$ cat src/rtl/fp_pkg.sv
// Shared floating-point definitions: operand classes, status flag positions and
// format helpers for the parametrised FP datapath.
package fp_pkg;

    typedef enum logic [1:0] {FP_ZERO, FP_NORM, FP_INF, FP_NAN} fp_class_e;

    localparam int unsigned FLAG_W         = 4;
    localparam int unsigned FLAG_INEXACT   = 0;
    localparam int unsigned FLAG_UNDERFLOW = 1;
    localparam int unsigned FLAG_OVERFLOW  = 2;
    localparam int unsigned FLAG_INVALID   = 3;

    function automatic int unsigned bias(input int unsigned exp_w);
        return (32'd1 << (exp_w - 32'd1)) - 32'd1;
    endfunction

    // Canonical quiet NaN: sign 0, exponent all ones, fraction MSB set.
    function automatic logic [63:0] qnan(input int unsigned exp_w, input int unsigned man_w);
        logic [63:0] r;
        r = ((64'd1 << exp_w) - 64'd1) << man_w;
        r = r | (64'd1 << (man_w - 32'd1));
        return r;
    endfunction

endpackage

$ cat src/rtl/fp_mul_round.sv
// Normalise/round/pack for a full-width mantissa product (combinational).
// FP_MUL_RNE_EN selects round-to-nearest-even; otherwise truncation toward zero.
module fp_mul_round
    import fp_pkg::*;
#(
    parameter int unsigned EXP_W = 8,
    parameter int unsigned MAN_W = 23
) (
    input  logic                     sign,
    input  logic [2*MAN_W+1:0]       prod,
    input  logic [EXP_W+1:0]         esum,
    output logic [EXP_W+MAN_W:0]     p,
    output logic [FLAG_W-1:0]        flags
);

    localparam int unsigned PW = 2 * MAN_W + 2;
    localparam int unsigned EW = EXP_W + 2;
    localparam logic [EW-1:0] EXP_MAX = EW'((1 << EXP_W) - 1);

    logic [PW-1:0]    norm;
    logic [EW-1:0]    exp_n;
    logic [EW-1:0]    exp_r;
    logic [MAN_W-1:0] man;
    logic [MAN_W:0]   man_r;
    logic             guard;
    logic             sticky;
    logic             round_up;

    always_comb begin
        // Product lies in [1,4); align so the leading one sits at the MSB.
        norm   = prod[PW-1] ? prod : {prod[PW-2:0], 1'b0};
        exp_n  = prod[PW-1] ? esum + EW'(1) : esum;
        man    = norm[PW-2 -: MAN_W];
        guard  = norm[PW-2-MAN_W];
        sticky = |norm[PW-3-MAN_W:0];
`ifdef FP_MUL_RNE_EN
        round_up = guard & (sticky | man[0]);
`else
        round_up = 1'b0;
`endif
        // A carry out of the fraction leaves it all-zero: 1.11..1 + ulp = 10.0.
        man_r = {1'b0, man} + (MAN_W + 1)'(round_up);
        exp_r = exp_n + EW'(man_r[MAN_W]);

        flags               = '0;
        flags[FLAG_INEXACT] = guard | sticky;
        p                   = {sign, exp_r[EXP_W-1:0], man_r[MAN_W-1:0]};

        if (!exp_r[EW-1] && (exp_r >= EXP_MAX)) begin
            p                     = {sign, {EXP_W{1'b1}}, {MAN_W{1'b0}}};
            flags[FLAG_OVERFLOW]  = 1'b1;
            flags[FLAG_INEXACT]   = 1'b1;
        end else if (exp_r[EW-1] || (exp_r == '0)) begin
            p                     = {sign, {(EXP_W + MAN_W){1'b0}}};
            flags[FLAG_UNDERFLOW] = 1'b1;
            flags[FLAG_INEXACT]   = 1'b1;
        end
    end

endmodule

$ cat src/rtl/fp_mul_pipe.sv
// Three-stage pipelined IEEE-754 multiplier with valid/ready, special operands,
// status flags and a sideband tag. Rounding mode chosen by FP_MUL_RNE_EN.
module fp_mul_pipe
    import fp_pkg::*;
#(
    parameter int unsigned EXP_W = 8,
    parameter int unsigned MAN_W = 23,
    parameter int unsigned TAG_W = 4
) (
    input  logic                     clk,
    input  logic                     rst_n,
    input  logic                     in_valid,
    output logic                     in_ready,
    input  logic [EXP_W+MAN_W:0]     in_a,
    input  logic [EXP_W+MAN_W:0]     in_b,
    input  logic [TAG_W-1:0]         in_tag,
    output logic                     out_valid,
    input  logic                     out_ready,
    output logic [EXP_W+MAN_W:0]     out_p,
    output logic [TAG_W-1:0]         out_tag,
    output logic [FLAG_W-1:0]        out_flags
);

    localparam int unsigned W  = 1 + EXP_W + MAN_W;
    localparam int unsigned PW = 2 * MAN_W + 2;
    localparam int unsigned EW = EXP_W + 2;
    localparam logic [W-1:0]  QNAN   = W'(qnan(EXP_W, MAN_W));
    localparam logic [EW-1:0] BIAS_E = EW'(bias(EXP_W));

    function automatic fp_class_e classify(input logic [EXP_W-1:0] e, input logic [MAN_W-1:0] m);
        if (e == '0) return FP_ZERO;
        if (e == '1) return (m == '0) ? FP_INF : FP_NAN;
        return FP_NORM;
    endfunction

    logic advance;
    assign advance  = !out_valid || out_ready;
    assign in_ready = advance;

    // S1: unpack and classify
    logic             s1_valid;
    logic             s1_sign;
    fp_class_e        s1_class_a;
    fp_class_e        s1_class_b;
    logic [EW-1:0]    s1_esum;
    logic [MAN_W-1:0] s1_man_a;
    logic [MAN_W-1:0] s1_man_b;
    logic [TAG_W-1:0] s1_tag;

    logic [EW-1:0]    esum_d;
    assign esum_d = {2'b00, in_a[W-2:MAN_W]} + {2'b00, in_b[W-2:MAN_W]} - BIAS_E;

    always_ff @(posedge clk or negedge rst_n) begin
        if (!rst_n) begin
            s1_valid   <= 1'b0;
            s1_sign    <= 1'b0;
            s1_class_a <= FP_ZERO;
            s1_class_b <= FP_ZERO;
            s1_esum    <= '0;
            s1_man_a   <= '0;
            s1_man_b   <= '0;
            s1_tag     <= '0;
        end else if (advance) begin
            s1_valid   <= in_valid;
            s1_sign    <= in_a[W-1] ^ in_b[W-1];
            s1_class_a <= classify(in_a[W-2:MAN_W], in_a[MAN_W-1:0]);
            s1_class_b <= classify(in_b[W-2:MAN_W], in_b[MAN_W-1:0]);
            s1_esum    <= esum_d;
            s1_man_a   <= in_a[MAN_W-1:0];
            s1_man_b   <= in_b[MAN_W-1:0];
            s1_tag     <= in_tag;
        end
    end

    // S2: mantissa product and special-operand decode
    logic              s2_valid;
    logic              s2_sign;
    logic              s2_special;
    logic [W-1:0]      s2_special_p;
    logic [FLAG_W-1:0] s2_special_flags;
    logic [EW-1:0]     s2_esum;
    logic [PW-1:0]     s2_prod;
    logic [TAG_W-1:0]  s2_tag;

    logic              special_d;
    logic [W-1:0]      special_p_d;
    logic [FLAG_W-1:0] special_flags_d;
    logic [PW-1:0]     op_a;
    logic [PW-1:0]     op_b;
    logic [PW-1:0]     prod_d;

    assign op_a   = {{(MAN_W + 1){1'b0}}, 1'b1, s1_man_a};
    assign op_b   = {{(MAN_W + 1){1'b0}}, 1'b1, s1_man_b};
    assign prod_d = op_a * op_b;

    always_comb begin
        special_d       = 1'b1;
        special_p_d     = '0;
        special_flags_d = '0;
        if (s1_class_a == FP_NAN || s1_class_b == FP_NAN) begin
            special_p_d = QNAN;
        end else if ((s1_class_a == FP_INF && s1_class_b == FP_ZERO) ||
                     (s1_class_a == FP_ZERO && s1_class_b == FP_INF)) begin
            special_p_d                   = QNAN;
            special_flags_d[FLAG_INVALID] = 1'b1;
        end else if (s1_class_a == FP_INF || s1_class_b == FP_INF) begin
            special_p_d = {s1_sign, {EXP_W{1'b1}}, {MAN_W{1'b0}}};
        end else if (s1_class_a == FP_ZERO || s1_class_b == FP_ZERO) begin
            special_p_d = {s1_sign, {(W - 1){1'b0}}};
        end else begin
            special_d = 1'b0;
        end
    end

    always_ff @(posedge clk or negedge rst_n) begin
        if (!rst_n) begin
            s2_valid         <= 1'b0;
            s2_sign          <= 1'b0;
            s2_special       <= 1'b0;
            s2_special_p     <= '0;
            s2_special_flags <= '0;
            s2_esum          <= '0;
            s2_prod          <= '0;
            s2_tag           <= '0;
        end else if (advance) begin
            s2_valid         <= s1_valid;
            s2_sign          <= s1_sign;
            s2_special       <= special_d;
            s2_special_p     <= special_p_d;
            s2_special_flags <= special_flags_d;
            s2_esum          <= s1_esum;
            s2_prod          <= prod_d;
            s2_tag           <= s1_tag;
        end
    end

    // S3: normalise/round/pack, output register
    logic [W-1:0]      round_p;
    logic [FLAG_W-1:0] round_flags;

    fp_mul_round #(
        .EXP_W (EXP_W),
        .MAN_W (MAN_W)
    ) u_round (
        .sign  (s2_sign),
        .prod  (s2_prod),
        .esum  (s2_esum),
        .p     (round_p),
        .flags (round_flags)
    );

    always_ff @(posedge clk or negedge rst_n) begin
        if (!rst_n) begin
            out_valid <= 1'b0;
            out_p     <= '0;
            out_tag   <= '0;
            out_flags <= '0;
        end else if (advance) begin
            out_valid <= s2_valid;
            out_p     <= s2_special ? s2_special_p : round_p;
            out_tag   <= s2_tag;
            out_flags <= s2_special ? s2_special_flags : round_flags;
        end
    end

endmodule
$ cat config.mk
export PLATFORM = sky130hd
export DESIGN_NAME = fp_mul_pipe
export DESIGN_NICKNAME = d
export VERILOG_FILES = /design/src/rtl/fp_pkg.sv /design/src/rtl/fp_mul_round.sv /design/src/rtl/fp_mul_pipe.sv
export SDC_FILE = /design/constraint.sdc
export NUM_CORES = 2
export LEC_CHECK = 0
export BUFFER_PORTS_ARGS = -buffer_cell sky130_fd_sc_hd__buf_2
export CORE_ASPECT_RATIO = 0.7
export CORE_UTILIZATION = 45
export DETAILED_ROUTE_END_ITERATION = 10
export PLACE_DENSITY = 0.64
export SLEW_MARGIN = 5
export SYNTH_ARGS = -nofsm -noshare
export SYNTH_HDL_FRONTEND = slang
export SYNTH_SLANG_ARGS = --single-unit
$ cat constraint.sdc
create_clock -name clk -period 8.3 [get_ports clk]
set_input_delay 1.66 -clock clk [delete_from_list [all_inputs] [get_ports clk]]
set_output_delay 1.66 -clock clk [all_outputs]
set_load 0.01 [all_outputs]
==> impl_metrics.py <==
metrics = {
    "setup_path": {
        "rrSetupSlack_ns": 0.39,
        "arrival_ns": 8.28,
        "r2r-end": "s2_prod[40]",
        "worstPathRequired_ns": 8.67,
        "cp_max_fo": 11,
        "rr_worst_depth": 22,
        "worstReg2RegStart": "s1_man_a[5]",
        "critPathCaptureType": "flip-flop",
        "worstSetupPathType": "flip-flop to flip-flop",
        "start_kind": "flip-flop",
    },
    "timing": {
        "layout_min_cycle_time_ns": 7.91,
        "slew_violations": 0,
        "rsz0062_at_grt": "false",
        "setup_tns_ns": 0,
        "tightest_slew_ns": 1.18,
        "skew_ns": 0.0178,
        "max_freq_mhz": 126,
        "report.final.hold_viol_count": 0,
        "fin_crit_sh_pct": 95.3,
        "whs_ns": 0.466,
        "slew_headroom_pct": 21.4,
        "final-setup-viol-count": 0,
    },
    "finish": {
        "antenna_cells": 0,
        "finalNonFillerCells": 3836,
        "final_cell_area_sq_mm": 0.0287,
        "nNetsFinal": 3769,
        "layout-drive-gt1-share_pct": 8.13,
        "area_growth_pct": 7.31,
    },
    "logic_synthesis": {
        "synth.area.top_cells": "fa_1, dfrtp_1, ha_1",
        "seq_area_frac_synth_pct": 16.5,
        "synth_top_area_share_pct": 36.2,
        "synthTopCellsByCount": "inv_1, nand2_1, fa_1",
        "ys_seq_elements": 176,
        "syn_area_sq_mm": 0.0267,
        "yosysUniqueCellTypes": 73,
        "synth-edff-count": 0,
        "postSynthAreaPerCell_sq_um": 8.97,
        "async_reset_ff_share_pct": 100,
        "synth-main-ff-cell": "dfrtp_1",
        "ys_warn_count": 0,
        "synth_cells": 2979,
        "synth_largest_area_cell": "fa_1",
        "yosysMostFrequentCell": "inv_1",
        "synth_nets": 3723,
    },
    "floorplan": {
        "die_w_um": 293,
        "rows": 74,
        "initial_core_util_pct": 45.7,
        "core_sq_mm": 0.0585,
        "io_pins": 114,
        "fp.dieArea_sq_mm": 0.0604,
        "die_h_um": 206,
    },
    "routing": {
        "avgRoutedWirePerCell_um": 20.2,
        "firstDrtPassIters": 5,
        "vias_per_cell": 5.30,
        "wl_mm": 77.4,
        "drtAntennaViolNets": 0,
        "drtIter0Drc": 1635,
        "drc_errors": 0,
        "vias": 20321,
    },
    "min_path": {
        "hold_path_end": "out_tag[0]",
        "worstHoldPathCells": 2,
        "min_from": "out_tag[0]",
        "hp-class": "flip-flop to flip-flop",
    },
    "place": {
        "hpwl_mm": 62.6,
        "dpl_cell_area_sq_mm": 0.0281,
        "placed_cells": 3804,
        "gp_congestion": 0.940,
        "io_buffers": 113,
    },
    "grt": {
        "antenna_found_initial": 4,
        "grt.overflow.total": 0,
        "grt_usage_pct": 27.0,
        "grt_pass1_wl_mm": 123,
        "grt_start_max_net_pins": 108,
        "grt_pass1_vias": 21414,
    },
    "cts": {
        "cts_buffers": 17,
        "clk_path_buf_depth": 2,
        "hold_buffers": 0,
        "cts_tree": "built",
        "clk_pin_slew_ns": 0.09,
        "htree_num_levels": 4,
        "clock_latency_ns": 0.48,
        "cts_num_sinks": 176,
        "post_cts_resized": 0,
        "cts_setup_buffers": 0,
        "ctsRootBufferMaster": "clkbuf_16",
    },
    "flow_run": {
        "cap_violations": 0,
    },
    "outcome": {
        "status": "completed",
    },
}
-- worst max path at each step --
stage	from	to	slack (ns)	depth (start not counted)
2_1_floorplan	s1_man_a[22]	s2_prod[42]	1.52	24
3_3_place_gp	s1_man_a[5]	s2_prod[44]	0.57	22
3_5_place_dp	s1_man_a[5]	s2_prod[40]	0.55	22
4_1_cts	s1_man_a[5]	s2_prod[40]	0.45	22
5_1_grt	s1_man_a[5]	s2_prod[40]	0.18	22
6_report	s1_man_a[5]	s2_prod[40]	0.39	22
-- cell usage in the layout (no fill, tap or decap), types with 29 or more instances in the layout --
cell type | synthesis | final
a21oi_1 | 83 | 83
and2_1 | 251 | 251
buf_2 | 3 | 112
buf_4 | 0 | 60
dfrtp_1 | 176 | 175
fa_1 | 483 | 483
ha_1 | 189 | 189
inv_1 | 589 | 589
nand2_1 | 542 | 542
nor2_1 | 109 | 109
o21ai_0 | 75 | 75
xnor2_1 | 29 | 29
-- metrics by stage --
step | util [%] | setup slack [ns]
3_3_place_gp | 48.0 | 0.567
4_1_cts | 49.0 | 0.451
5_1_grt | 49.0 | 0.181
6_report | 49.0 | 0.388
3_5_place_dp | 48.0 | 0.548
2_1_floorplan | - | 1.52
-- kinds of logic after synthesis --
| family | share of synthesized area, % |
|---|---|
| compound gates | 6.96 |
| flops | 16.5 |
| mux | 1.10 |
| fa+ha+maj | 45.0 |
| simple gates | 17.9 |
| xor+xnor | 1.61 |
| buf+inv | 10.9 |
-- cell type report --
type / instances / area, sq um
fill: 5591 / 29800
multi-input combinational: 2063 / 19400
sequential: 176 / 4410
inverter: 594 / 2230
timing repair buffer: 173 / 1020
tap: 798 / 998
clock buffer: 18 / 439
clock inverter: 14 / 159
-- critical path: stages (launching register included) --
cell	delay [ns]
dfrtp_1	0.65
inv_1	0.57
nor2_1	0.13
fa_1	0.55
inv_1	0.05
fa_1	0.53
inv_1	0.07
fa_1	0.50
fa_1	0.56
fa_1	0.45
fa_1	0.51
inv_1	0.06
fa_1	0.47
inv_1	0.04
ha_1	0.37
a211oi_1	0.30
o21ai_0	0.17
a211oi_1	0.31
o211ai_1	0.15
nor3_1	0.59
nor2_2	0.19
and3_1	0.22
o41ai_1	0.34
-- flip-flops by register name, summed over array words and instances (netlist names), 2 cells and up --
register      count
s2_prod          48
out_p            32
s1_man_a         23
s1_man_b         23
s1_esum          10
s2_esum          10
out_flags         4
out_tag           4
s1_tag            4
s2_tag            4
s2_special_p      3
s1_class_a        2
s1_class_b        2
-- layer usage --
metal	up-vias	part of all wire, %	GRT usage, %
li1	9133	-	-
met1	10249	44	38.6
met3	104	11	9.10
met2	835	42	39.1
met5	-	0	0
met4	0	2.6	7.24
Power is left out: the tool's default activity adds up to more than one toggle a clock period on the data nets, which glitch-free logic cannot reach.
